`src/rtl/alu_arbiter.sv`:
```
// alu_arbiter: shares one 4-bit ALU between NREQ instruction sources.
// A winner is picked from req_valid in IDLE and its 13-bit frame
// {A[3:0], B[3:0], carry, opcode[3:0]} is latched. The ALU is then strobed
// for one cycle, the arbiter waits ALU_LAT cycles, and the result goes back
// to the winner as a one-cycle rsp_valid pulse.
//
// Ports:
//   clk, reset          rising-edge clock, asynchronous active-high reset
//   req_valid[NREQ]     per-requester request
//   req_frame[13*NREQ]  requester i at bits [13*i+12 : 13*i]
//   req_ready[NREQ]     one-hot accept, only in IDLE
//   a_in, b_in, c_in, op_code  latched operands to the ALU
//   alu_en              one-cycle execute strobe
//   alu_result, alu_cout  ALU outputs
//   rsp_valid[NREQ]     one-hot one-cycle response pulse
//   rsp_data            {alu_cout, alu_result} of the last operation
//
// Build option: ALU_ARB_FIXED_PRIO_EN selects fixed priority (lowest index
// wins, no round-robin pointer). Default is round-robin.
module alu_arbiter #(
  parameter int NREQ    = 4,
  parameter int ALU_LAT = 1
) (
  input  logic                 clk,
  input  logic                 reset,
  input  logic [NREQ-1:0]      req_valid,
  input  logic [13*NREQ-1:0]   req_frame,
  output logic [NREQ-1:0]      req_ready,
  output logic [3:0]           a_in,
  output logic [3:0]           b_in,
  output logic                 c_in,
  output logic [3:0]           op_code,
  output logic                 alu_en,
  input  logic [3:0]           alu_result,
  input  logic                 alu_cout,
  output logic [NREQ-1:0]      rsp_valid,
  output logic [4:0]           rsp_data
);

  localparam int IW = (NREQ > 2) ? $clog2(NREQ) : 1;
  localparam int unsigned NREQ_U = NREQ;
  localparam logic [2:0] LAT_LAST = 3'(ALU_LAT - 1);

  localparam logic [1:0] S_IDLE = 2'd0;
  localparam logic [1:0] S_EXEC = 2'd1;
  localparam logic [1:0] S_WAIT = 2'd2;
  localparam logic [1:0] S_RESP = 2'd3;

  logic [1:0]    state_q, state_d;
  logic [IW-1:0] grant_q, grant_d;
  logic [2:0]    cnt_q,   cnt_d;
  logic [12:0]   frame_q, frame_d;
  logic [4:0]    rsp_q,   rsp_d;

  logic          win_vld;
  logic [IW-1:0] win_idx;

`ifndef ALU_ARB_FIXED_PRIO_EN
  logic [IW-1:0] ptr_q, ptr_d;
`endif

  // Winner selection
  always_comb begin
    win_vld = 1'b0;
    win_idx = '0;
`ifdef ALU_ARB_FIXED_PRIO_EN
    for (int unsigned k = 0; k < NREQ_U; k++) begin
      if (!win_vld && req_valid[IW'(k)]) begin
        win_vld = 1'b1;
        win_idx = IW'(k);
      end
    end
`else
    // Scan upward from the pointer with wrap; first valid index wins.
    for (int unsigned k = 0; k < NREQ_U; k++) begin
      int unsigned idx;
      idx = int'(ptr_q) + k;
      if (idx >= NREQ_U) idx = idx - NREQ_U;
      if (!win_vld && req_valid[IW'(idx)]) begin
        win_vld = 1'b1;
        win_idx = IW'(idx);
      end
    end
`endif
  end

  // Accept is masked during reset so every output sits at its reset value.
  always_comb begin
    req_ready = '0;
    if (state_q == S_IDLE && win_vld && !reset) req_ready[win_idx] = 1'b1;
  end

  always_comb begin
    rsp_valid = '0;
    if (state_q == S_RESP) rsp_valid[grant_q] = 1'b1;
  end

  assign alu_en   = (state_q == S_EXEC);
  assign a_in     = frame_q[12:9];
  assign b_in     = frame_q[8:5];
  assign c_in     = frame_q[4];
  assign op_code  = frame_q[3:0];
  assign rsp_data = rsp_q;

  // Next-state logic
  always_comb begin
    state_d = state_q;
    grant_d = grant_q;
    cnt_d   = cnt_q;
    frame_d = frame_q;
    rsp_d   = rsp_q;
`ifndef ALU_ARB_FIXED_PRIO_EN
    ptr_d   = ptr_q;
`endif
    case (state_q)
      S_IDLE: begin
        if (win_vld) begin
          frame_d = req_frame[13*win_idx +: 13];
          grant_d = win_idx;
`ifndef ALU_ARB_FIXED_PRIO_EN
          ptr_d   = (win_idx == IW'(NREQ - 1)) ? '0 : win_idx + 1'b1;
`endif
          state_d = S_EXEC;
        end
      end
      S_EXEC: begin
        cnt_d   = '0;
        state_d = S_WAIT;
      end
      S_WAIT: begin
        if (cnt_q == LAT_LAST) begin
          rsp_d   = {alu_cout, alu_result};
          state_d = S_RESP;
        end else begin
          cnt_d = cnt_q + 3'd1;
        end
      end
      S_RESP:  state_d = S_IDLE;
      default: state_d = S_IDLE;
    endcase
  end

  always_ff @(posedge clk or posedge reset) begin
    if (reset) begin
      state_q <= S_IDLE;
      grant_q <= '0;
      cnt_q   <= '0;
      frame_q <= '0;
      rsp_q   <= '0;
`ifndef ALU_ARB_FIXED_PRIO_EN
      ptr_q   <= '0;
`endif
    end else begin
      state_q <= state_d;
      grant_q <= grant_d;
      cnt_q   <= cnt_d;
      frame_q <= frame_d;
      rsp_q   <= rsp_d;
`ifndef ALU_ARB_FIXED_PRIO_EN
      ptr_q   <= ptr_d;
`endif
    end
  end

endmodule

```
`config.mk`:
```
export PLATFORM = sky130hd
export DESIGN_NAME = alu_arbiter
export DESIGN_NICKNAME = d
export VERILOG_FILES = /design/src/rtl/alu_arbiter.sv
export SDC_FILE = /design/constraint.sdc
export NUM_CORES = 1
export LEC_CHECK = 0
export BUFFER_PORTS_ARGS = -buffer_cell sky130_fd_sc_hd__buf_4
export CAP_MARGIN = 20
export CORE_UTILIZATION = 40
export CTS_BUF_LIST = sky130_fd_sc_hd__clkbuf_4 sky130_fd_sc_hd__clkbuf_8 sky130_fd_sc_hd__clkbuf_16
export DETAILED_ROUTE_END_ITERATION = 10
export HOLD_SLACK_MARGIN = 0.03
export PLACE_DENSITY = 0.76
export RECOVER_POWER = 25
export SKIP_CTS_REPAIR_TIMING = 1
export SKIP_LAST_GASP = 1
export SLEW_MARGIN = 40
export SYNTH_ARGS = -nofsm -noshare
export SYNTH_HDL_FRONTEND = slang
export SYNTH_SLANG_ARGS = --single-unit
```
`constraint.sdc`:
```
create_clock -name clk -period 1.8 [get_ports clk]
set_input_delay 0.09 -clock clk [delete_from_list [all_inputs] [get_ports clk]]
set_output_delay 0.09 -clock clk [all_outputs]
set_load 0.01 [all_outputs]
```
After elaboration in Yosys (flattened, before gate mapping). Cells that the tools add are included.

Add/subtract/negate cells: 9. Shifts and indexed selects: 1. Equal/unequal tests: 7. $mul: 1. Reduce and logical (&&, ||, !) cells: 18. Order comparisons: 12. Muxes and demuxes: 32.

Operators with widths (number): $shiftx A52 B7 Y13 (1); $mux W2 (11); $lt A2 B3 Y1 const B (6); $mux W1 (10); $ge A3 B3 Y1 const B (3); $bmux W1 S2 (4); $mux W4 (2); $pmux W2 S4 (1); $reduce_and A2 Y1 (4); $sub A2 B1 Y2 const B (4); $logic_and A1 B1 Y1 (7); $add A2 B2 Y3 const B (2); $eq A2 B2 Y1 const B (3); $mul A4 B2 Y6 const A (1); $ne A2 B2 Y1 const B (3); $pmux W3 S2 (1); $demux W1 S2 (2); $ge A2 B1 Y1 const B (2); $logic_not A1 Y1 (4); $add A2 B1 Y3 const B (1); $add A3 B1 Y3 const B (1); $ge A2 B3 Y1 const B (1); $logic_not A3 Y1 (1); $mux W3 (1); 4 further kinds (4).

Output and inout bits: 27. Input bits: 63. Word-level logic and storage cells: 86. Register bits after elaboration: 27.

Depth between registers and ports, before layout. Gate-level depths: netlist (run 1).

Depth after elaboration: 19. Mapped depth: 8. Depth with buffers taken out: 7.

Least setup slack after synthesis (run 1). No wires, ideal clock.

Path type: register -> register. Start point: register ptr_q[1]. End point: register ptr_q[1]. Required time: 1684 ps. Arrival: 1600 ps. Cell stages (with the launch flop): 9. Slack: 84 ps. Setup time: 116 ps. Buffers on the path: 2. Cell sequence: dfrtp_1 -> buf_6 -> mux2i_1 -> nor2_1 -> nor3_4 -> buf_8 -> ha_1 -> nand2_1 -> nand2_1.

Cells in the longest elaborated chain, start to end: 16. Elaborated cells between the ends (all ways): 41. Classes of those cells: 8 x add/sub; 4 x order compare; 1 x eq/ne; 21 x mux; 7 x reduce/logical.

RTL lines: start: declaration (line 59) `logic [IW-1:0] ptr_q, ptr_d;`; start signal: assignment (line 160) `ptr_q <= ptr_d;`; parallel branches: the longest is 16 deep, another holds $add A2 B1 Y3.

Parallel ways; which one is timed is not known. The select of a mux whose other input is x is not followed. A chain may end at the register's enable or synchronous reset.

Worst setup path after layout (run 1).
Start point: register ptr_q[1]. End point: output req_ready[3].

Cells in the longest elaborated chain, start to end: 19. Elaborated cells between the ends (all ways): 45. Classes of those cells: 7 x add/sub; 6 x order compare; 23 x mux; 9 x reduce/logical.

RTL lines: parallel branches: the longest is 18 deep, another holds $add A2 B1 Y3; $mux W4 * (line 90) `if (state_q == S_IDLE && win_vld && !reset) req_ready[win_idx] = 1'b1;`; end: declaration (line 28) `output logic [NREQ-1:0] req_ready,`.

Mark *: on every way between the ends. The select of a mux whose other input is x is not followed.

==> results of run 1 <==
## through the flow
stage	instances	total power, mW
6_report	312	3.566
3_5_place_dp	302	3.163
5_1_grt	312	3.849
3_3_place_gp	302	3.119
2_1_floorplan	163	2.424
4_1_cts	306	3.516
## synthesized netlist by cell type, types with 3 or more instances
cell type and n:
dfrtp_1 27, nor2_1 20, nand2_1 15, mux2i_1 14, a221oi_1 13, o22ai_1 8
ha_1 7, inv_1 6, mux2_2 6, o21ai_0 5, o22ai_2 5, a21oi_1 4
and3_1 4, buf_6 3
## power by group through the flow
stage	combinational (mW)	sequential (mW)	clock, mW
6_report	2.12	1.09	0.354
5_1_grt	2.34	1.13	0.385
4_1_cts	2.06	1.09	0.364
3_5_place_dp	2.06	1.11	0
3_3_place_gp	2.02	1.10	0
2_1_floorplan	1.27	1.15	0
## registers in the layout, summed over array words and instances, names as in the netlist
name      count
grant_q       2
frame_q      13
state_q       2
cnt_q         3
rsp_data      5
ptr_q         2
## area by class of cell
cell class	instances	area, sq um
Multi-Input combinational cell	121	918.4
Timing Repair Buffer	104	767.0
Clock buffer	4	48.80
Tap cell	50	62.56
Fill cell	357	1503
Inverter	6	22.52
Sequential cell	27	678.2
## final timing paths
kind	end	slack [ns]	cells after the start
worst max-delay path	req_ready[3]	-0.02	6
worst min-delay path	rsp_data[1]	0.05	2
worst max register to register	frame_q[8]	0.16	7
worst min register to register	rsp_data[2]	0.51	1
max in group asynchronous	ptr_q[0]	0.79	4
min in group asynchronous	frame_q[4]	0.40	3
## worst max-delay path, cell delays in order (launching register included)
cell and delay [ns]:
dfrtp_2 0.45, a21o_1 0.19, a21boi_1 0.17, o22a_2 0.21, ha_2 0.17, and3_4 0.17
buf_6 0.09
## per-layer routing
layer  wire length [um]  track usage (%)
met4                 22            3.989
met2               2275            35.23
met5                  0                0
met3                273            3.938
met1               1734            22.23
## cells by family (layout without fill, tap and decap cells)
| kind of cell | count (synthesis) | after routing | synth area share [%] |
|---|---|---|---|
| buffers and inverters | 15 | 114 | 7.083 |
| AND/OR/NAND/NOR | 50 | 50 | 14.32 |
| adder cells (fa/ha/maj) | 7 | 7 | 5.220 |
| AO/OA/AOI/OAI | 44 | 44 | 20.73 |
| multiplexers | 20 | 20 | 12.38 |
| flip-flops | 27 | 27 | 40.27 |
==> flow_summary.json, run 1 <==
{
  "run_status": "complete, but fails checks",
  "violations": "setup timing",
  "port_buffers": 89,
  "synth-edff-count": 0,
  "startpoint": "ptr_q[1]",
  "tightest_slew_ns": 0.4737,
  "p_per_area_nw_per_um2": 1428,
  "grt_max_degree": 18,
  "fp.coreArea_sq_um": 4000,
  "reg2reg_from": "ptr_q[1]",
  "yosys_most_used_dff": "dfrtp_1",
  "avgRoutedWirePerCell_um": 13.80,
  "setup_ws_ns": -0.01800,
  "fmax_ghz": 0.5501,
  "fp.dieW_um": 66.77,
  "intPower_mw": 2.160,
  "ir_drop_mv": 0.6205,
  "grt_pass1_wl_um": 6534,
  "dpl_worst_slack_ns": 0.07344,
  "min_path_type": "input port to flop",
  "synth.cell_area_sq_um": 1678,
  "grt_pass1_vias": 1560,
  "io_pins": 90,
  "mostFrequentLayoutCell": "buf_4",
  "nets": 333,
  "drt_wl_total_um": 4305,
  "finish.utilization_pct": 62.43,
  "antenna_found_initial": 0,
  "avgSynthCellArea_sq_um": 10.29,
  "path_clk_slew_ns": 0.09,
  "ys_seq_area_share_pct": 40.27,
  "worstHoldStart": "alu_result[1]",
  "crit_type": "flop to output port",
  "clk-insertion-delay-late_ns": 0.27,
  "drive_above_1_share_pct": 47.33,
  "rows": 23,
  "slew_viol_final": 0,
  "synth_top_area_share_pct": 40.27,
  "start_util_pct": 41.95,
  "grt_usage_pct": 19.03,
  "p_leak_nw": 1.215,
  "worstPathRequired_ns": 1.71,
  "power_frac_comb_pct": 59.5,
  "h-tree-depth": 1,
  "critPathMaxFanout": 5,
  "drcViolationCount": 0,
  "overflow": 0,
  "clock_skew_ns": 0.007173,
  "fin_crit_ns": 1.818,
  "max-slew-margin-rel_pct": 68.39,
  "critPathLaunchType": "flop",
  "ctsLongestPathBuffers": 2,
  "synth_warnings": 0,
  "synthCells": 163,
  "clkPwrFrac_pct": 9.9,
  "power_switching_mw": 1.406,
  "cap_viol_max_count": 0,
  "syn_nets": 233,
  "critical_path_arrival_ns": 1.73,
  "period_share_pct": 101.0,
  "root_buffer": "clkbuf_8",
  "viasPerCell": 5.250,
  "hold_viol": 0,
  "syn2layout_area_growth_pct": 48.84,
  "setup_tns_ns": -0.01800,
  "ys_top_cells_by_area": "dfrtp_1 (40%), mux2i_1 (8.4%), a221oi_1 (6.8%)",
  "worst_hold_slack_ns": 0.05268,
  "synth.distinct_cells": 36,
  "drt_iter0_drc": 41,
  "final_area_sq_um": 2497,
  "sequentialPowerShare_pct": 30.5,
  "numCtsBuffers": 3,
  "cts_tree": "done",
  "rsz0062_at_grt": "yes",
  "die_area_sq_um": 4458,
  "postPlaceCellArea_sq_um": 2392,
  "fp.dieH_um": 66.77,
  "dr.pass1.iters": 4,
  "switching_share_pct": 39.43,
  "async_flop_share_pct": 100.0,
  "finalSetupViolCount": 1,
  "yosys_register_bits": 27,
  "clock_sinks": 27,
  "ant_nets": 0,
  "dp_hpwl_um": 3291,
  "vias": 1638,
  "n_antenna_cell": 0,
  "layout_common_cells": "buf_4 (90), dfrtp_1 (25), nor2_1 (19), mux2i_1 (14)",
  "cp-end-kind": "output port",
  "synth_top_cell_by_area": "dfrtp_1",
  "place_congestion": 0.7772
}
No activity file was read; power rests on OpenSTA's default activity.
==> run 2, diff against run 1 <==
Settings changed: ABC_CLOCK_PERIOD_IN_PS set to 1800, REMOVE_ABC_BUFFERS set to 1.
==> run 2 against run 1 <==
- the run now ends clean
- sequential share of layout area is 0.34 points lower
- non-clock buffer count stayed put
- global-route usage is 2.8 points higher
- sequential power hardly changed
- utilization is 0.78 points higher
- first-iteration DRC count is 7.3% higher
- combinational power is 6% higher
- via count is 2.7% higher
- clock skew is 0.0057 ns lower
- critical path depth stayed put
- count of clock-buffer cells in the layout stayed put
- hold slack worse by 0.0089 ns
==> flow_summary.json, run 2 (synthesized netlist as in run 1, its figures left out) <==
{
  "layout_common_cells": "buf_4 (97), dfrtp_1 (25), nor2_1 (20), nand2_1 (15), mux2i_1 (14)",
  "cp-end-kind": "output port",
  "max-slew-margin-rel_pct": 52.08,
  "path_clk_slew_ns": 0.09,
  "period_share_pct": 99.70,
  "die_area_sq_um": 4458,
  "nets": 334,
  "n_antenna_cell": 0,
  "fmax_ghz": 0.5572,
  "grt_pass1_wl_um": 7038,
  "p_leak_nw": 1.248,
  "worstPathRequired_ns": 1.71,
  "avgRoutedWirePerCell_um": 15.50,
  "dp_hpwl_um": 3596,
  "hold_viol": 0,
  "drcViolationCount": 0,
  "rows": 23,
  "critPathMaxFanout": 8,
  "largest_reg_flops": 13,
  "dr.pass1.iters": 4,
  "crit_path_max_incr_delay_ns": 0.43,
  "h-tree-depth": 1,
  "place_inst": 302,
  "critPathTopFamily": "simple AND/OR/NAND/NOR gates",
  "reg2reg_from": "ptr_q[1]",
  "r2r_slack_ns": 0.14,
  "ctsLongestPathBuffers": 2,
  "tightest_slew_ns": 0.7188,
  "finalNonFillerCells": 313,
  "fp.dieW_um": 66.77,
  "critPathLaunchType": "flop",
  "setup_ws_ns": 0.005394,
  "ant_nets": 0,
  "place_congestion": 0.8245,
  "min_path_cells": 2,
  "critical_path_arrival_ns": 1.70,
  "mostFrequentLayoutCell": "buf_4",
  "crit_type": "flop to output port",
  "fin_crit_ns": 1.795,
  "p_per_area_nw_per_um2": 1466,
  "numCtsBuffers": 3,
  "root_buffer": "clkbuf_8",
  "finalSetupViolCount": 0,
  "io_pins": 90,
  "fp.dieH_um": 66.77,
  "ir_drop_mv": 0.7006,
  "slew_viol_final": 0,
  "hold_end": "rsp_data[2]",
  "grt_usage_pct": 21.83,
  "overflow": 0,
  "vias": 1682,
  "grt_max_degree": 22,
  "drive_above_1_share_pct": 47.91,
  "viasPerCell": 5.374,
  "port_buffers": 89,
  "rsz0062_at_grt": "yes",
  "worstHoldStart": "alu_result[2]",
  "dpl_worst_slack_ns": 0.05254,
  "regMostFlops": "frame_q",
  "run_status": "finished, final reports clean",
  "drt_iter0_drc": 44,
  "crit_buf_inv": 2,
  "crit_chain": "inv_1 -> ha_4 -> and2b_4 -> nand2_1 -> nor3_2 -> buf_4",
  "clock_skew_ns": 0.001504,
  "min_path_type": "input port to flop",
  "worst_hold_slack_ns": 0.04375,
  "reg2regPathDepth": 8,
  "cap_viol_max_count": 0,
  "antenna_found_initial": 0,
  "grt_pass1_vias": 1512,
  "cts_tree": "done",
  "cp_slowest_cell": "dfrtp_1",
  "drt_wl_total_um": 4852,
  "clock_sinks": 27,
  "fp.coreArea_sq_um": 4000,
  "clk-insertion-delay-late_ns": 0.28,
  "start_util_pct": 41.95,
  "r2r-end": "frame_q[5]",
  "syn2layout_area_growth_pct": 50.71
}
-- run 2: layout make-up --
class                   count  area, sq um
flip-flops and latches     27        678.2
inverters                   6        22.52
clock buffers               4        48.80
repair buffers            104        800.8
well taps                  50        62.56
multi-input cells         122        915.9
fillers                   335         1471
-- run 2: layer usage --
layer	track usage [%]	part of all wire (%)	vias to the layer above
met2	39.52	51	72
met1	24.20	40	798
li1	-	-	807
met5	0	0	-
met4	7.979	1.3	0
met3	5.651	7.7	5
-- run 2: worst max-delay path by stage --
stage               startpoint           end  slack, ns  cells past startpoint
floorplan             ptr_q[1]      ptr_q[1]      -0.09                      6
global placement      ptr_q[1]   frame_q[12]        0.1                      6
detailed placement  state_q[1]  req_ready[2]       0.05                      6
CTS                 state_q[1]  req_ready[2]      -0.27                      6
global route        state_q[0]  req_ready[2]      -0.08                      6
finish              state_q[0]  req_ready[2]      0.005                      6
-- run 2: report_power, final --
group / switching, mW / internal [mW] / leakage (nW) / total, mW
combinational: 1.06 / 1.18 / 0.906 / 2.24
clock: 0.190 / 0.174 / 0.0262 / 0.364
sequential: 0.207 / 0.897 / 0.316 / 1.10
total: 1.46 / 2.25 / 1.25 / 3.71
-- run 2: metrics by stage --
| step | setup TNS, ns | area (sq um) | util, % | power (mW) |
|---|---|---|---|---|
| 2_1_floorplan | -0.4245 | 1582 | - | 2.262 |
| 5_1_grt | -0.1050 | 2529 | 63.22 | 3.982 |
| 4_1_cts | -0.4912 | 2441 | 61.03 | 3.536 |
| 6_report | 0 | 2529 | 63.22 | 3.707 |
| 3_3_place_gp | 0 | 2392 | 59.81 | 3.108 |
| 3_5_place_dp | 0 | 2392 | 59.81 | 3.171 |
==> run 3, diff against run 2 <==
--- a/config.mk
+++ b/config.mk
@@ -6,13 +6,12 @@
 export NUM_CORES = 1
 export LEC_CHECK = 0
-export ABC_CLOCK_PERIOD_IN_PS = 1800
+export ABC_CLOCK_PERIOD_IN_PS = 2000
 export BUFFER_PORTS_ARGS = -buffer_cell sky130_fd_sc_hd__buf_4
 export CAP_MARGIN = 20
-export CORE_UTILIZATION = 40
+export CORE_UTILIZATION = 45
 export CTS_BUF_LIST = sky130_fd_sc_hd__clkbuf_4 sky130_fd_sc_hd__clkbuf_8 sky130_fd_sc_hd__clkbuf_16
 export DETAILED_ROUTE_END_ITERATION = 10
 export HOLD_SLACK_MARGIN = 0.03
-export PLACE_DENSITY = 0.76
-export RECOVER_POWER = 25
+export PLACE_DENSITY = 0.8
 export REMOVE_ABC_BUFFERS = 1
 export SKIP_CTS_REPAIR_TIMING = 1
==> constraint.sdc (replaced) <==
create_clock -name clk -period 2 [get_ports clk]
set_input_delay 0.3 -clock clk [delete_from_list [all_inputs] [get_ports clk]]
set_output_delay 0.3 -clock clk [all_outputs]
set_load 0.01 [all_outputs]
==> run 3 against run 2 <==
- worst setup slack better by 0.022 ns
- via count fell by 3.9%
- final area decreased by 3.7%
- sequential share of layout area is 1.0 points higher
- register-to-register slack better by 0.19 ns
- critical path type unchanged
- largest cell class unchanged
==> flow_summary.json, run 3 (synthesized netlist as in run 1, its figures left out) <==
{
  "regMostFlops": "frame_q",
  "p_per_area_nw_per_um2": 1286,
  "critical_path_arrival_ns": 1.67,
  "reg2reg_from": "ptr_q[1]",
  "mostFrequentLayoutCell": "buf_4",
  "r2r_slack_ns": 0.33,
  "sequentialPowerShare_pct": 31.7,
  "cp-end-kind": "output port",
  "switching_share_pct": 39.48,
  "grt_max_degree": 28,
  "cap_viol_max_count": 0,
  "largest_reg_flops": 13,
  "p_leak_nw": 1.210,
  "fp.coreArea_sq_um": 3442,
  "worst_hold_slack_ns": 0.1452,
  "avgRoutedWirePerCell_um": 14.05,
  "period_share_pct": 98.62,
  "place_congestion": 0.8075,
  "fin_crit_ns": 1.972,
  "clock_skew_ns": 0.006527,
  "viasPerCell": 5.372,
  "reg2regPathDepth": 7,
  "drt_wl_total_um": 4229,
  "grt_usage_pct": 21.26,
  "slew_viol_final": 0,
  "clkPwrFrac_pct": 10.0,
  "r2r-end": "frame_q[8]",
  "grt_pass1_vias": 1513,
  "numCtsBuffers": 3,
  "vias": 1617,
  "ant_nets": 0,
  "dp_hpwl_um": 3258,
  "critPathLaunchType": "flop",
  "syn2layout_area_growth_pct": 45.19,
  "worstPathRequired_ns": 1.70,
  "grt_pass1_wl_um": 6686,
  "ir_drop_mv": 0.8603,
  "crit_end": "req_ready[3]",
  "hold_viol": 0,
  "power_switching_mw": 1.237,
  "start_util_pct": 48.75,
  "drive_above_1_share_pct": 47.45,
  "antenna_found_initial": 0,
  "root_buffer": "clkbuf_8",
  "clk-insertion-delay-late_ns": 0.28,
  "rows": 21,
  "cts_tree": "done",
  "dr.pass1.iters": 4,
  "fp.dieH_um": 63.06,
  "min_path_type": "input port to async pin",
  "finalNonFillerCells": 301,
  "crit_type": "flop to output port",
  "overflow": 0,
  "intPower_mw": 1.896,
  "tightest_slew_ns": 0.3663,
  "port_buffers": 89,
  "h-tree-depth": 1,
  "power_frac_comb_pct": 58.3,
  "clock_sinks": 27,
  "ctsLongestPathBuffers": 2,
  "critPathMaxFanout": 8,
  "run_status": "finished, final reports clean",
  "layout_common_cells": "buf_4 (96), dfrtp_1 (25), nor2_1 (20), nand2_1 (15), mux2i_1 (14)",
  "postPlaceCellArea_sq_um": 2360,
  "p_total_mw": 3.133,
  "fmax_ghz": 0.5070,
  "path_clk_slew_ns": 0.09,
  "rsz0062_at_grt": "yes",
  "drcViolationCount": 0,
  "final_area_sq_um": 2436,
  "die_area_sq_um": 3977,
  "drt_iter0_drc": 26,
  "startpoint": "ptr_q[1]",
  "nets": 326,
  "max-slew-margin-rel_pct": 75.36,
  "finalSetupViolCount": 0,
  "fp.dieW_um": 63.06,
  "io_pins": 90,
  "n_antenna_cell": 0,
  "place_inst": 296,
  "finish.utilization_pct": 70.77
}
run 3: power by group through the flow:
stage,combinational [mW],clock (mW),sequential (mW)
floorplan,0.982,0,1.05
global placement,1.78,0,0.982
detailed placement,1.80,0,0.994
CTS,1.80,0.319,0.985
global route,2.00,0.346,1.02
finish,1.83,0.314,0.993
run 3: critical path: stages (launching register included):
cell      delay [ns]
dfrtp_2         0.47
nand2b_1        0.18
a21oi_2         0.19
nor3_4          0.07
ha_1            0.21
and3_1          0.14
buf_4           0.13
run 3: area by class of cell:
cell class                 instances  area (sq um)
fill                             284          1006
timing repair buffer              97         732.0
clock buffer                       3         41.29
tap                               46         57.56
clock inverter                     1         7.507
sequential                        27         678.2
multi-input combinational        121         897.1
inverter                           6         22.52
run 3: stage by stage:
step / worst slack, ns / setup TNS (ns)
after floorplan: -0.06316 / -0.06316
after global placement: 0.1565 / 0
after detailed placement: 0.1603 / 0
after CTS: -0.1247 / -0.2193
after global routing: -0.05921 / -0.09531
final: 0.02753 / 0
run 3: worst min-delay path by stage:
| stage | end | startpoint | cells after the start |
|---|---|---|---|
| 3_3_place_gp | frame_q[0] | reset | 3 |
| 4_1_cts | ptr_q[1] | reset | 3 |
| 6_report | frame_q[4] | reset | 3 |
| 3_5_place_dp | frame_q[4] | reset | 3 |
| 2_1_floorplan | cnt_q[0] | reset | 1 |
| 5_1_grt | ptr_q[1] | reset | 3 |
run 3: metal layers:
layer / share of wire, % / track usage (%)
met5: 0 / 0
met4: 1.1 / 6.395
met3: 9.4 / 7.609
met2: 49 / 35.89
met1: 41 / 25.06
